## src/rtl/pq_pkg.sv

```systemverilog
// Shared priority-queue types and the width-generic key comparison.
package pq_pkg;
  typedef enum logic {MIN_PQ = 1'b0, MAX_PQ = 1'b1} pq_type_t;

  localparam logic CELL_EMPTY_VALID = 1'b0;

  // "a beats b": strict, so equal keys never overtake one another.
  function automatic logic cmp_key_gt(pq_type_t t, logic [63:0] a, logic [63:0] b);
    return (t == MAX_PQ) ? (a > b) : (a < b);
  endfunction
endpackage

```

## src/rtl/pq_sr_cell.sv

```systemverilog
// One storage position of the shift-register priority queue.
module pq_sr_cell
  import pq_pkg::*;
#(
  parameter int       KEY_WIDTH = 4,
  parameter int       VAL_WIDTH = 4,
  parameter pq_type_t PQ_TYPE   = MAX_PQ,
  localparam int      KVW       = KEY_WIDTH + VAL_WIDTH
) (
  input  logic           clk,
  input  logic           rst,
  input  logic           op_enq,
  input  logic           op_deq,
  input  logic           op_rep,
  input  logic           op_flush,
  input  logic [KVW-1:0] kv_in,
  input  logic           prev_v,
  input  logic [KVW-1:0] prev_kv,
  input  logic           next_v,
  input  logic [KVW-1:0] next_kv,
  input  logic           ins_prev,
  output logic           ins,
  output logic           q_v,
  output logic [KVW-1:0] q_kv
);
  logic [KEY_WIDTH-1:0] new_key, own_key, next_key;

  assign new_key  = kv_in[KVW-1:VAL_WIDTH];
  assign own_key  = q_kv[KVW-1:VAL_WIDTH];
  assign next_key = next_kv[KVW-1:VAL_WIDTH];

  // On replace the head is leaving, so compare against the shifted view.
  always_comb begin
    ins = 1'b0;
    if (op_rep)
      ins = !next_v || cmp_key_gt(PQ_TYPE, 64'(new_key), 64'(next_key));
    else
      ins = !q_v || cmp_key_gt(PQ_TYPE, 64'(new_key), 64'(own_key));
  end

  always_ff @(posedge clk or posedge rst) begin
    if (rst) begin
      q_v  <= CELL_EMPTY_VALID;
      q_kv <= '0;
    end else if (op_flush) begin
      q_v  <= CELL_EMPTY_VALID;
      q_kv <= '0;
    end else if (op_enq) begin
      if (ins && !ins_prev) begin
        q_v  <= 1'b1;
        q_kv <= kv_in;
      end else if (ins_prev) begin
        q_v  <= prev_v;
        q_kv <= prev_kv;
      end
    end else if (op_deq) begin
      q_v  <= next_v;
      q_kv <= next_kv;
    end else if (op_rep) begin
      if (ins && !ins_prev) begin
        q_v  <= 1'b1;
        q_kv <= kv_in;
      end else if (!ins) begin
        q_v  <= next_v;
        q_kv <= next_kv;
      end
    end
  end
endmodule

```

## src/rtl/pq_sr_param.sv

```systemverilog
// Parametrised shift-register priority queue: op decode, occupancy, flags, head mapping.
module pq_sr_param
  import pq_pkg::*;
#(
  parameter int       KEY_WIDTH = 4,
  parameter int       VAL_WIDTH = 4,
  parameter int       CAPACITY  = 15,
  parameter pq_type_t PQ_TYPE   = MAX_PQ,
  parameter int       CNT_WIDTH = $clog2(CAPACITY + 1)
) (
  input  logic                           clk,
  input  logic                           rst,
  input  logic                           enq,
  input  logic [KEY_WIDTH+VAL_WIDTH-1:0] kv_in,
  input  logic                           deq,
  input  logic                           flush,
  output logic [KEY_WIDTH+VAL_WIDTH-1:0] kv_out,
  output logic                           out_valid,
  output logic [CNT_WIDTH-1:0]           count,
  output logic                           full,
  output logic                           empty,
  output logic                           ovf,
  output logic                           unf
);
  localparam int KVW = KEY_WIDTH + VAL_WIDTH;

  // Index i+1 holds cell i; both ends are permanently empty neighbours.
  logic           cv  [0:CAPACITY+1];
  logic [KVW-1:0] ckv [0:CAPACITY+1];
  logic           ins_c [0:CAPACITY];

  logic op_enq, op_deq, op_rep, ovf_nxt, unf_nxt;

  assign cv[0]           = CELL_EMPTY_VALID;
  assign ckv[0]          = '0;
  assign cv[CAPACITY+1]  = CELL_EMPTY_VALID;
  assign ckv[CAPACITY+1] = '0;
  assign ins_c[0]        = 1'b0;

  assign full  = (count == CNT_WIDTH'(CAPACITY));
  assign empty = (count == '0);

  // enq+deq on an empty queue degrades to a plain insert.
  always_comb begin
    op_enq  = !flush && enq && ((!deq && !full) || (deq && empty));
    op_deq  = !flush && deq && !enq && !empty;
    op_rep  = !flush && enq && deq && !empty;
    ovf_nxt = !flush && enq && !deq && full;
    unf_nxt = !flush && deq && empty;
  end

  for (genvar i = 0; i < CAPACITY; i++) begin : g_cell
    pq_sr_cell #(
      .KEY_WIDTH(KEY_WIDTH),
      .VAL_WIDTH(VAL_WIDTH),
      .PQ_TYPE  (PQ_TYPE)
    ) u_cell (
      .clk     (clk),
      .rst     (rst),
      .op_enq  (op_enq),
      .op_deq  (op_deq),
      .op_rep  (op_rep),
      .op_flush(flush),
      .kv_in   (kv_in),
      .prev_v  (cv[i]),
      .prev_kv (ckv[i]),
      .next_v  (cv[i+2]),
      .next_kv (ckv[i+2]),
      .ins_prev(ins_c[i]),
      .ins     (ins_c[i+1]),
      .q_v     (cv[i+1]),
      .q_kv    (ckv[i+1])
    );
  end

  assign kv_out    = ckv[1];
  assign out_valid = cv[1];

  always_ff @(posedge clk or posedge rst) begin
    if (rst) begin
      count <= '0;
      ovf   <= 1'b0;
      unf   <= 1'b0;
    end else begin
      ovf <= ovf_nxt;
      unf <= unf_nxt;
      if (flush)       count <= '0;
      else if (op_enq) count <= count + 1'b1;
      else if (op_deq) count <= count - 1'b1;
    end
  end
endmodule

```

## config.mk

```make
export PLATFORM = sky130hd
export DESIGN_NAME = pq_sr_param
export DESIGN_NICKNAME = d
export VERILOG_FILES = /design/src/rtl/pq_pkg.sv /design/src/rtl/pq_sr_cell.sv /design/src/rtl/pq_sr_param.sv
export SDC_FILE = /design/constraint.sdc
export NUM_CORES = 1
export LEC_CHECK = 0
export CORE_MARGIN = 2
export CORE_UTILIZATION = 47
export CTS_BUF_LIST = sky130_fd_sc_hd__clkbuf_4 sky130_fd_sc_hd__clkbuf_8 sky130_fd_sc_hd__clkbuf_16
export CTS_CLUSTER_DIAMETER = 100
export DETAILED_ROUTE_END_ITERATION = 12
export PLACE_DENSITY = 0.69
export SETUP_SLACK_MARGIN = 0.02
export SYNTH_ARGS = -nofsm -noshare
export SYNTH_HDL_FRONTEND = slang
export SYNTH_SLANG_ARGS = --single-unit
```

## constraint.sdc

```tcl
create_clock -name clk -period 6.6 [get_ports clk]
set_clock_uncertainty 0.2 [all_clocks]
set_input_delay 1.32 -clock clk [delete_from_list [all_inputs] [get_ports clk]]
set_output_delay 1.32 -clock clk [all_outputs]
set_load 0.1 [all_outputs]
```

* Word level (Yosys, flattened, before mapping)
Cells that the tools add are included.
** Operators by class
- Shift operators :: 0
- Order comparisons :: 15
- Bitwise gates (word level) :: 0
- Multiply operators :: 0
- Div/mod/pow operators :: 0
- $add $sub $neg :: 2
- Muxes and demuxes :: 228
- Equality and inequality tests :: 4
- Reduce and logical (&&, ||, !) cells :: 82
** Operator list (number)
- 8-bit 2-to-1 mux :: 105
- 1-bit 2-to-1 mux :: 120
- 4-bit > comparator :: 15
- 1-bit zero test :: 34
- 1-bit logical AND :: 26
- 1-bit logical OR :: 16
- 4-bit 2-to-1 mux :: 3
- 2-bit AND reduction :: 3
- 5-bit != test (second input constant) :: 1
- 4-bit by 1-bit adder with 4-bit output (second input constant) :: 1
- 4-bit == test (second input constant) :: 1
- 4-bit zero test :: 1
- 4-bit by 2-bit != test with 1-bit output (second input constant) :: 1
- 4-bit nonzero test :: 1
- 4-bit by 1-bit subtractor with 4-bit output (second input constant) :: 1
- 3-bit by 2-bit != test with 1-bit output (second input constant) :: 1
- 3-bit nonzero test :: 1
** Word-level totals
- Input bits :: 13
- Flip-flop bits (word level) :: 141
- ROM bits :: 0
- RAM bits :: 0
- Word-level logic and storage cells :: 364
- Latch bits :: 0
- Output and inout port bits :: 17
- Memories kept :: 0

* Longest topological paths before layout
Gate-level depths: netlist (run 1).
- Word-level depth :: 12
- Depth in mapped cells :: 15
- Depth with buffers taken out :: 11

* Hierarchy
Synthesis (run 1) repeated with hierarchy kept, for this count alone.
** Second synthesis, totals
- Cell total of the unflattened synthesis :: 1650
- Area total of the unflattened synthesis :: 14078.5 µm²
** By module, submodules not included
- pq_sr_cell :: cells an instance 107, area an instance 909.6 µm², seq. area each 225.2 µm², instances 15
- pq_sr_param :: cells an instance 45, area an instance 434.2 µm², seq. area each 150.1 µm², instances 1

* Worst setup path after synthesis (run 1)
OpenSTA, ideal clock, no wires.
- Path kind :: register -> output
- From :: register count[0]
- To :: output port empty
- Arrival :: 3917 ps
- Data required time :: 5080 ps
- Setup slack :: 1163 ps
- Stages on the path, launching flop included :: 2
- Path buffers :: 0
- Cell sequence :: dfrtp_1 nor4_1
** On the way
- Word-level cells in the longest chain between the ends :: 1
** RTL lines
- start: declaration :: RTL line pq_sr_param.sv:19 : output logic [CNT_WIDTH-1:0] count,
- start signal: assignment :: RTL line pq_sr_param.sv:88 : else if (op_enq) count <= count + 1'b1;
- start signal: assignment :: RTL line pq_sr_param.sv:89 : else if (op_deq) count <= count - 1'b1;
- 4-bit zero test :: RTL line pq_sr_param.sv:41 : assign empty = (count == '0);
- end: declaration :: RTL line pq_sr_param.sv:21 : output logic empty,
Every way passes these cells.

* Worst setup path in the final report (run 1)
- From :: input port kv_in[5]
- To :: register g_cell[14].u_cell.q_kv[4]
** On the way
- Word-level cells in the longest chain between the ends :: 10
- Elaborated cells between the ends (all ways) :: 17
- Those cells by class :: order compare (2); eq/ne (1); mux (9); reduce/logical (5)
** RTL lines
- start: declaration :: RTL line pq_sr_param.sv:14 : input logic [KEY_WIDTH+VAL_WIDTH-1:0] kv_in,
- 4-bit > comparator :: RTL line pq_pkg.sv:9 : return (t == MAX_PQ) ? (a > b) : (a < b);
- 1-bit logical OR, on equally long branches :: RTL line pq_sr_cell.sv:38, pq_sr_cell.sv:36
- 1-bit 2-to-1 mux :: RTL line pq_sr_cell.sv:35 : if (op_rep)
- 1-bit zero test :: RTL line pq_sr_cell.sv:49, pq_sr_cell.sv:60
- 1-bit logical AND :: RTL line pq_sr_cell.sv:49, pq_sr_cell.sv:60
- 8-bit 2-to-1 mux :: RTL line pq_sr_cell.sv:60 : if (ins && !ins_prev) begin
- 8-bit 2-to-1 mux :: RTL line pq_sr_cell.sv:59 : end else if (op_rep) begin
- 8-bit 2-to-1 mux :: RTL line pq_sr_cell.sv:56 : end else if (op_deq) begin
- 8-bit 2-to-1 mux :: RTL line pq_sr_cell.sv:48 : end else if (op_enq) begin
- 8-bit 2-to-1 mux :: RTL line pq_sr_cell.sv:45 : end else if (op_flush) begin
- end signal: assignment :: RTL line pq_sr_cell.sv:51 : q_kv <= kv_in;
- end signal: assignment :: RTL line pq_sr_cell.sv:58 : q_kv <= next_kv;
- end signal: assignment :: RTL line pq_sr_cell.sv:62 : q_kv <= kv_in;
- end: declaration :: RTL line pq_sr_cell.sv:24 : output logic [KVW-1:0] q_kv
Several ways; a longest one is shown, not always the timed one. The select of a mux whose other input is x is not followed.
A chain may end at the register's enable or synchronous reset.

==> results of run 1 <==
==> logic make-up (layout without fill, tap and decap cells) <==
kind of cell,after synthesis,in the layout,share of synthesized area
adders and majority gates,63,63,0.06764
other,0,1,0
buffers and inverters,174,148,0.06860
AOI/OAI and AO/OA,566,566,0.3385
xor gates and xnor gates,2,2,0.001489
muxes,60,60,0.05605
and+or+nand+nor,407,407,0.1677
DFF,141,141,0.2999
==> worst paths after layout <==
check                                         start                        end  slack (ns)  cells after the start
max                                        kv_in[5]  g_cell[14].u_cell.q_kv[4]        1.31                      9
min                        g_cell[0].u_cell.q_kv[0]   g_cell[0].u_cell.q_kv[0]        0.34                      2
max reg2reg                                count[0]   g_cell[7].u_cell.q_kv[5]        2.40                      8
min reg2reg                g_cell[0].u_cell.q_kv[0]   g_cell[0].u_cell.q_kv[0]        0.34                      2
max in group asynchronous                       rst   g_cell[6].u_cell.q_kv[6]        3.77                      3
min in group asynchronous                       rst   g_cell[1].u_cell.q_kv[3]        1.27                      2
==> stage by stage <==
| stage | worst slack, ns | instance area (µm²) | hold WS, ns |
|---|---|---|---|
| 2_1_floorplan | 1.163 | 11760 | 0.2724 |
| 3_3_place_gp | 0.9913 | 12140 | 0.3331 |
| 3_5_place_dp | 0.9286 | 12140 | 0.3321 |
| 4_1_cts | 1.388 | 12770 | 0.3525 |
| 5_1_grt | 1.092 | 12770 | 0.3705 |
| 6_report | 1.308 | 12770 | 0.3424 |
==> sequential cells by signal, summed over array words and instances, names as in the netlist <==
signal              count
count                   4
g_cell.u_cell.q_kv    120
unf                     1
ovf                     1
g_cell.u_cell.q_v      15
==> report_power, final <==
part | internal [W] | total [W] | switching [W] | leakage (nW)
combinational | 0.000881 | 0.00234 | 0.00146 | 2.82
sequential | 0.00111 | 0.00147 | 0.000368 | 1.90
clock | 0.000643 | 0.00107 | 0.000428 | 0.299
total | 0.00263 | 0.00489 | 0.00226 | 5.02
==> worst max-delay path: cells and delay by family <==
family | cells | cell delay [ns]
and+or+nand+nor | 3 | 1.38
buffers and inverters | 1 | 1.21
AOI/OAI and AO/OA | 4 | 1.16
adders and majority gates | 1 | 0.40
==> layer usage <==
metal | global-route usage | vias up | routed length (µm)
li1 | - | 5354 | -
met1 | 0.3917 | 5711 | 16760
met2 | 0.4563 | 532 | 17470
met3 | 0.06078 | 103 | 2958
met4 | 0.1267 | 0 | 1357
met5 | 0 | - | 0
==> layout make-up <==
class | instances | area (µm²)
Timing Repair Buffer | 57 | 525.5
Inverter | 61 | 234.0
Clock buffer | 18 | 439.2
Clock inverter | 12 | 187.7
Multi-Input combinational cell | 1098 | 7448
Sequential cell | 141 | 3528
Tap cell | 324 | 405.4
Antenna cell | 1 | 2.502
Fill cell | 2275 | 11690
==> layout by cell type, fill, tap and decap left out, types with 17 or more instances in the layout <==
cell type | Yosys | routed
a211oi_1 | 31 | 31
a21oi_1 | 100 | 100
a221oi_1 | 42 | 42
a22o_1 | 45 | 45
buf_4 | 17 | 26
clkbuf_16 | 0 | 17
clkdlybuf4s50_1 | 0 | 29
dfrtp_1 | 141 | 141
ha_1 | 62 | 62
inv_1 | 60 | 59
mux2i_1 | 49 | 49
nand2_1 | 97 | 97
nand2b_1 | 20 | 19
nor2_1 | 127 | 124
nor2b_1 | 18 | 18
nor3_1 | 40 | 39
nor4_1 | 25 | 25
o211ai_1 | 19 | 19
o21ai_0 | 130 | 130
o221ai_1 | 23 | 23
o22ai_1 | 27 | 27
or3_1 | 18 | 18
==> flow_metrics.env, run 1 <==
export IMPL_finalCritPeriodShare=0.8018
export IMPL_peakVddDrop_uv=173.1
export IMPL_yosysUniqueCellTypes=89
export IMPL_num_vias=11700
export IMPL_path_cells="clkdlybuf4s50_1, ha_1, a2111oi_0, o21ai_0, nor3b_1, nor2_1, nor2_1, a31oi_1, a22o_1"
export IMPL_yosys_top_cells_count="dfrtp_1 (141), o21ai_0 (130), nor2_1 (127)"
export IMPL_fin_cells=1712
export IMPL_clk_path_buf_depth=2
export IMPL_grt_overflow=0
export IMPL_drt_initial_drc_count=1106
export IMPL_cp_max_fo=19
export IMPL_cts_hold_buf=0
export IMPL_wirelength_um=38550
export IMPL_synth_most_common_cell="dfrtp_1"
export IMPL_crit_arrival_ns=5.48
export IMPL_place_congestion=0.8961
export IMPL_clock_latency_ns=0.45
export IMPL_synth_cells=1413
export IMPL_grt_max_degree=101
export IMPL_fin_setup_tns_ns=0
export IMPL_cts_sinks=141
export IMPL_ys_top_cells_by_area="dfrtp_1 (30%), ha_1 (6.6%), o21ai_0 (5.5%)"
export IMPL_hold_class="reg2reg"
export IMPL_drive_gt1_frac=0.08508
export IMPL_dp_hpwl_um=25660
export IMPL_period_minus_slack_ns=5.292
export IMPL_synthArstFlopShare=1.000
export IMPL_routed_via_density=6.834
export IMPL_io_pins=30
export IMPL_drv_cap=0
export IMPL_initial_core_util=0.4809
export IMPL_die_h_um=162.2
export IMPL_grt_pass1_vias=11290
export IMPL_critical_path_max_stage_delay_ns=1.21
export IMPL_syn_avg_cell_area_um2=8.325
export IMPL_drc_errors=0
export IMPL_syn_cell_area_um2=11760
export IMPL_fmax_ghz=0.1890
export IMPL_worstMarginPinSlew_ns=1.273
export IMPL_grt_pass1_wl_um=61250
export IMPL_post_route_util=0.5221
export IMPL_tritoncts="built"
export IMPL_total_power_w=0.004889
export IMPL_drv_slew=0
export IMPL_p_leak_nw=5.023
export IMPL_p_per_area_nw_per_um2=382.8
export IMPL_antenna_found_initial=0
export IMPL_cts_max_level=4
export IMPL_clkTransAtPathRegs_ns=0.07
export IMPL_grt_use_total=0.2918
export IMPL_cp_required_ns=6.79
export IMPL_relSlewSlack=0.1481
export IMPL_ctsRootBufferMaster="clkbuf_16"
export IMPL_yosysSeqAreaShare=0.2999
export IMPL_crit_top_cell="nor2_1"
export IMPL_cts_resized=0
export IMPL_port_buffers=29
export IMPL_dieArea_um2=26310
export IMPL_ys_ff_latch=141
export IMPL_synth_top_cell_by_area="dfrtp_1"
export IMPL_coreArea_um2=24460
export IMPL_hold_viol=0
export IMPL_syn_to_final_growth_pct=8.562
export IMPL_dr_pass1_iters=6
export IMPL_outcome="finished clean"
export IMPL_yosys_area_top_type_share=0.2999
export IMPL_ys_flop_type="dfrtp_1"
export IMPL_dieWidth_um=162.2
export IMPL_rsz0062_at_grt="false"
export IMPL_critPathCaptureType="flop"
export IMPL_fin_nets=1452
export IMPL_cp_slowest_cell="clkdlybuf4s50_1"
export IMPL_path_class="in2reg"
export IMPL_synth_nets=1489
export IMPL_post_place_cells=1681
export IMPL_row_count=57
export IMPL_cts_buffers=17
export IMPL_yosys_warnings=0
export IMPL_postCtsSetupBuffers=0
export IMPL_postRouteAntennaNets=0
export IMPL_crit_path_start_kind="primary input"
export IMPL_setup_viol=0
export IMPL_synth_edf_count=0
export IMPL_wl_per_cell_um=22.52
Power figures use the tool's default switching activity.
==> run 2: changes to the inputs <==
--- a/config.mk
+++ b/config.mk
@@ -10,7 +10,7 @@
 export CTS_BUF_LIST = sky130_fd_sc_hd__clkbuf_4 sky130_fd_sc_hd__clkbuf_8 sky130_fd_sc_hd__clkbuf_16
 export CTS_CLUSTER_DIAMETER = 100
 export DETAILED_ROUTE_END_ITERATION = 12
-export PLACE_DENSITY = 0.69
+export PLACE_DENSITY = 0.72
 export SETUP_SLACK_MARGIN = 0.02
 export SYNTH_ARGS = -nofsm -noshare
 export SYNTH_HDL_FRONTEND = slang
==> constraint.sdc (replaced) <==
create_clock -name clk -period 4.75 [get_ports clk]
set_clock_uncertainty 0.2 [all_clocks]
set_input_delay 0.95 -clock clk [delete_from_list [all_inputs] [get_ports clk]]
set_output_delay 0.95 -clock clk [all_outputs]
set_load 0.1 [all_outputs]
==> flow_metrics.env, run 2 (synthesis gave the netlist of run 1 again) <==
export IMPL_postCtsSetupBuffers=0
export IMPL_diodes=0
export IMPL_grt_max_degree=142
export IMPL_dieArea_um2=26310
export IMPL_drv_cap=0
export IMPL_p_int_w=0.003538
export IMPL_cts_resized=0
export IMPL_p_sw_frac=0.4724
export IMPL_fmax_ghz=0.2440
export IMPL_clk_path_buf_depth=2
export IMPL_peakVddDrop_uv=262.4
export IMPL_tritoncts="built"
export IMPL_relSlewSlack=0.3225
export IMPL_dp_hpwl_um=26010
export IMPL_total_power_w=0.006706
export IMPL_io_pins=30
export IMPL_cp_max_fo=13
export IMPL_combinationalPowerShare=0.499
export IMPL_crit_path_start_kind="primary input"
export IMPL_path_class="in2reg"
export IMPL_finalCritPeriodShare=0.8628
export IMPL_ctsRootBufferMaster="clkbuf_16"
export IMPL_worstMarginPinSlew_ns=1.013
export IMPL_drive_gt1_frac=0.1145
export IMPL_grt_use_total=0.2944
export IMPL_num_vias=11840
export IMPL_fin_setup_tns_ns=0
export IMPL_fin_cells=1756
export IMPL_grt_overflow=0
export IMPL_grt_pass1_wl_um=62010
export IMPL_cts_buffers=17
export IMPL_clock_latency_ns=0.44
export IMPL_final_cell_mix="dfrtp_1 (141), o21ai_0 (130), nor2_1 (124)"
export IMPL_cts_hold_buf=0
export IMPL_outcome="finished clean"
export IMPL_clkTransAtPathRegs_ns=0.07
export IMPL_cp_required_ns=4.87
export IMPL_power_frac_seq=0.306
export IMPL_reg_largest_list="g_cell.u_cell.q_kv (120), g_cell.u_cell.q_v (15), count (4)"
export IMPL_row_count=57
export IMPL_die_h_um=162.2
export IMPL_period_minus_slack_ns=4.098
export IMPL_drv_slew=0
export IMPL_cts_sinks=141
export IMPL_rsz0062_at_grt="false"
export IMPL_initial_core_util=0.4809
export IMPL_wl_per_cell_um=21.90
export IMPL_wirelength_um=38460
export IMPL_final_common_cell="dfrtp_1"
export IMPL_fillers=2293
export IMPL_postRouteAntennaNets=0
export IMPL_largest_reg_flops=120
export IMPL_dieWidth_um=162.2
export IMPL_coreArea_um2=24460
export IMPL_drc_errors=0
export IMPL_syn_to_final_growth_pct=10.92
export IMPL_p_per_area_nw_per_um2=514.0
export IMPL_place_congestion=0.9346
export IMPL_port_buffers=29
export IMPL_fin_nets=1495
export IMPL_power_switching_w=0.003168
export IMPL_crit_arrival_ns=4.22
export IMPL_max_flop_register="g_cell.u_cell.q_kv"
export IMPL_dr_pass1_iters=5
export IMPL_cts_max_level=4
export IMPL_hold_viol=0
export IMPL_post_place_cells=1724
export IMPL_post_route_util=0.5334
export IMPL_critPathCaptureType="flop"
export IMPL_p_leak_nw=5.196
export IMPL_setup_viol=0
export IMPL_drt_initial_drc_count=1242
export IMPL_clock_power_share=0.195
export IMPL_routed_via_density=6.741
export IMPL_hold_class="reg2reg"
export IMPL_antenna_found_initial=0
export IMPL_grt_pass1_vias=11340
run 2: cell types whose count changed in the layout (fill, tap and decap cells not counted), sizes merged:
cell,delta
bufinv,-4
buf,+43
diode,-1
inv,+2
clkbuf,+1
clkinvlp,+4
clkinv,-1
run 2: per-stage QoR:
| stage | instance area, µm² | hold slack [ns] | setup WS [ns] |
|---|---|---|---|
| final | 13050 | 0.3406 | 0.6517 |
| after global routing | 13050 | 0.3604 | 0.3859 |
| after CTS | 13050 | 0.3502 | 0.6906 |
| after detailed placement | 12490 | 0.3275 | 0.2551 |
| after global placement | 12490 | 0.3106 | 0.3829 |
| after floorplan | 11770 | 0.2724 | 0.8734 |
run 2: worst paths after layout:
check,from,to,slack [ns],cells after the start
setup / recovery,kv_in[6],g_cell[11].u_cell.q_kv[5],0.65,11
hold / removal,g_cell[0].u_cell.q_kv[3],g_cell[0].u_cell.q_kv[3],0.34,2
setup reg to reg,count[0],g_cell[1].u_cell.q_kv[2],1.42,8
hold reg to reg,g_cell[0].u_cell.q_kv[3],g_cell[0].u_cell.q_kv[3],0.34,2
max in group asynchronous,rst,g_cell[13].u_cell.q_v,2.85,3
min in group asynchronous,rst,g_cell[0].u_cell.q_kv[6],0.90,3
run 2: power groups by stage:
stage | logic (W) | clock network, W | registers, W
after floorplan | 0.00246 | 0 | 0.00198
after global placement | 0.00320 | 0 | 0.00205
after detailed placement | 0.00328 | 0 | 0.00205
after CTS | 0.00330 | 0.00131 | 0.00203
after global routing | 0.00369 | 0.00136 | 0.00210
final | 0.00335 | 0.00131 | 0.00205
run 2: worst max-delay path, stage by stage:
cell             delay (ns)
clkdlybuf4s50_1        0.72
buf_4                  0.32
ha_1                   0.31
and3_1                 0.16
and3_1                 0.19
a21oi_1                0.40
mux2_2                 0.43
nand2_1                0.23
nor3_1                 0.20
o21ai_0                0.11
a22o_1                 0.20
run 2: routing by layer:
metal,GRT usage,up-vias,share of wire
met5,0,-,0
met4,0.1179,0,0.037
met3,0.05516,100,0.080
met2,0.4538,536,0.45
met1,0.4088,5782,0.44
li1,-,5419,-
run 2: final cells by class:
type | count | area, µm² | share of cell area
Clock buffer | 19 | 446.7 | 0.03423
Clock inverter | 13 | 107.6 | 0.008246
Inverter | 61 | 232.7 | 0.01783
Multi-Input combinational cell | 1098 | 7455 | 0.5713
Sequential cell | 141 | 3528 | 0.2704
Tap cell | 324 | 405.4 | 0.03107
Timing Repair Buffer | 100 | 873.3 | 0.06693
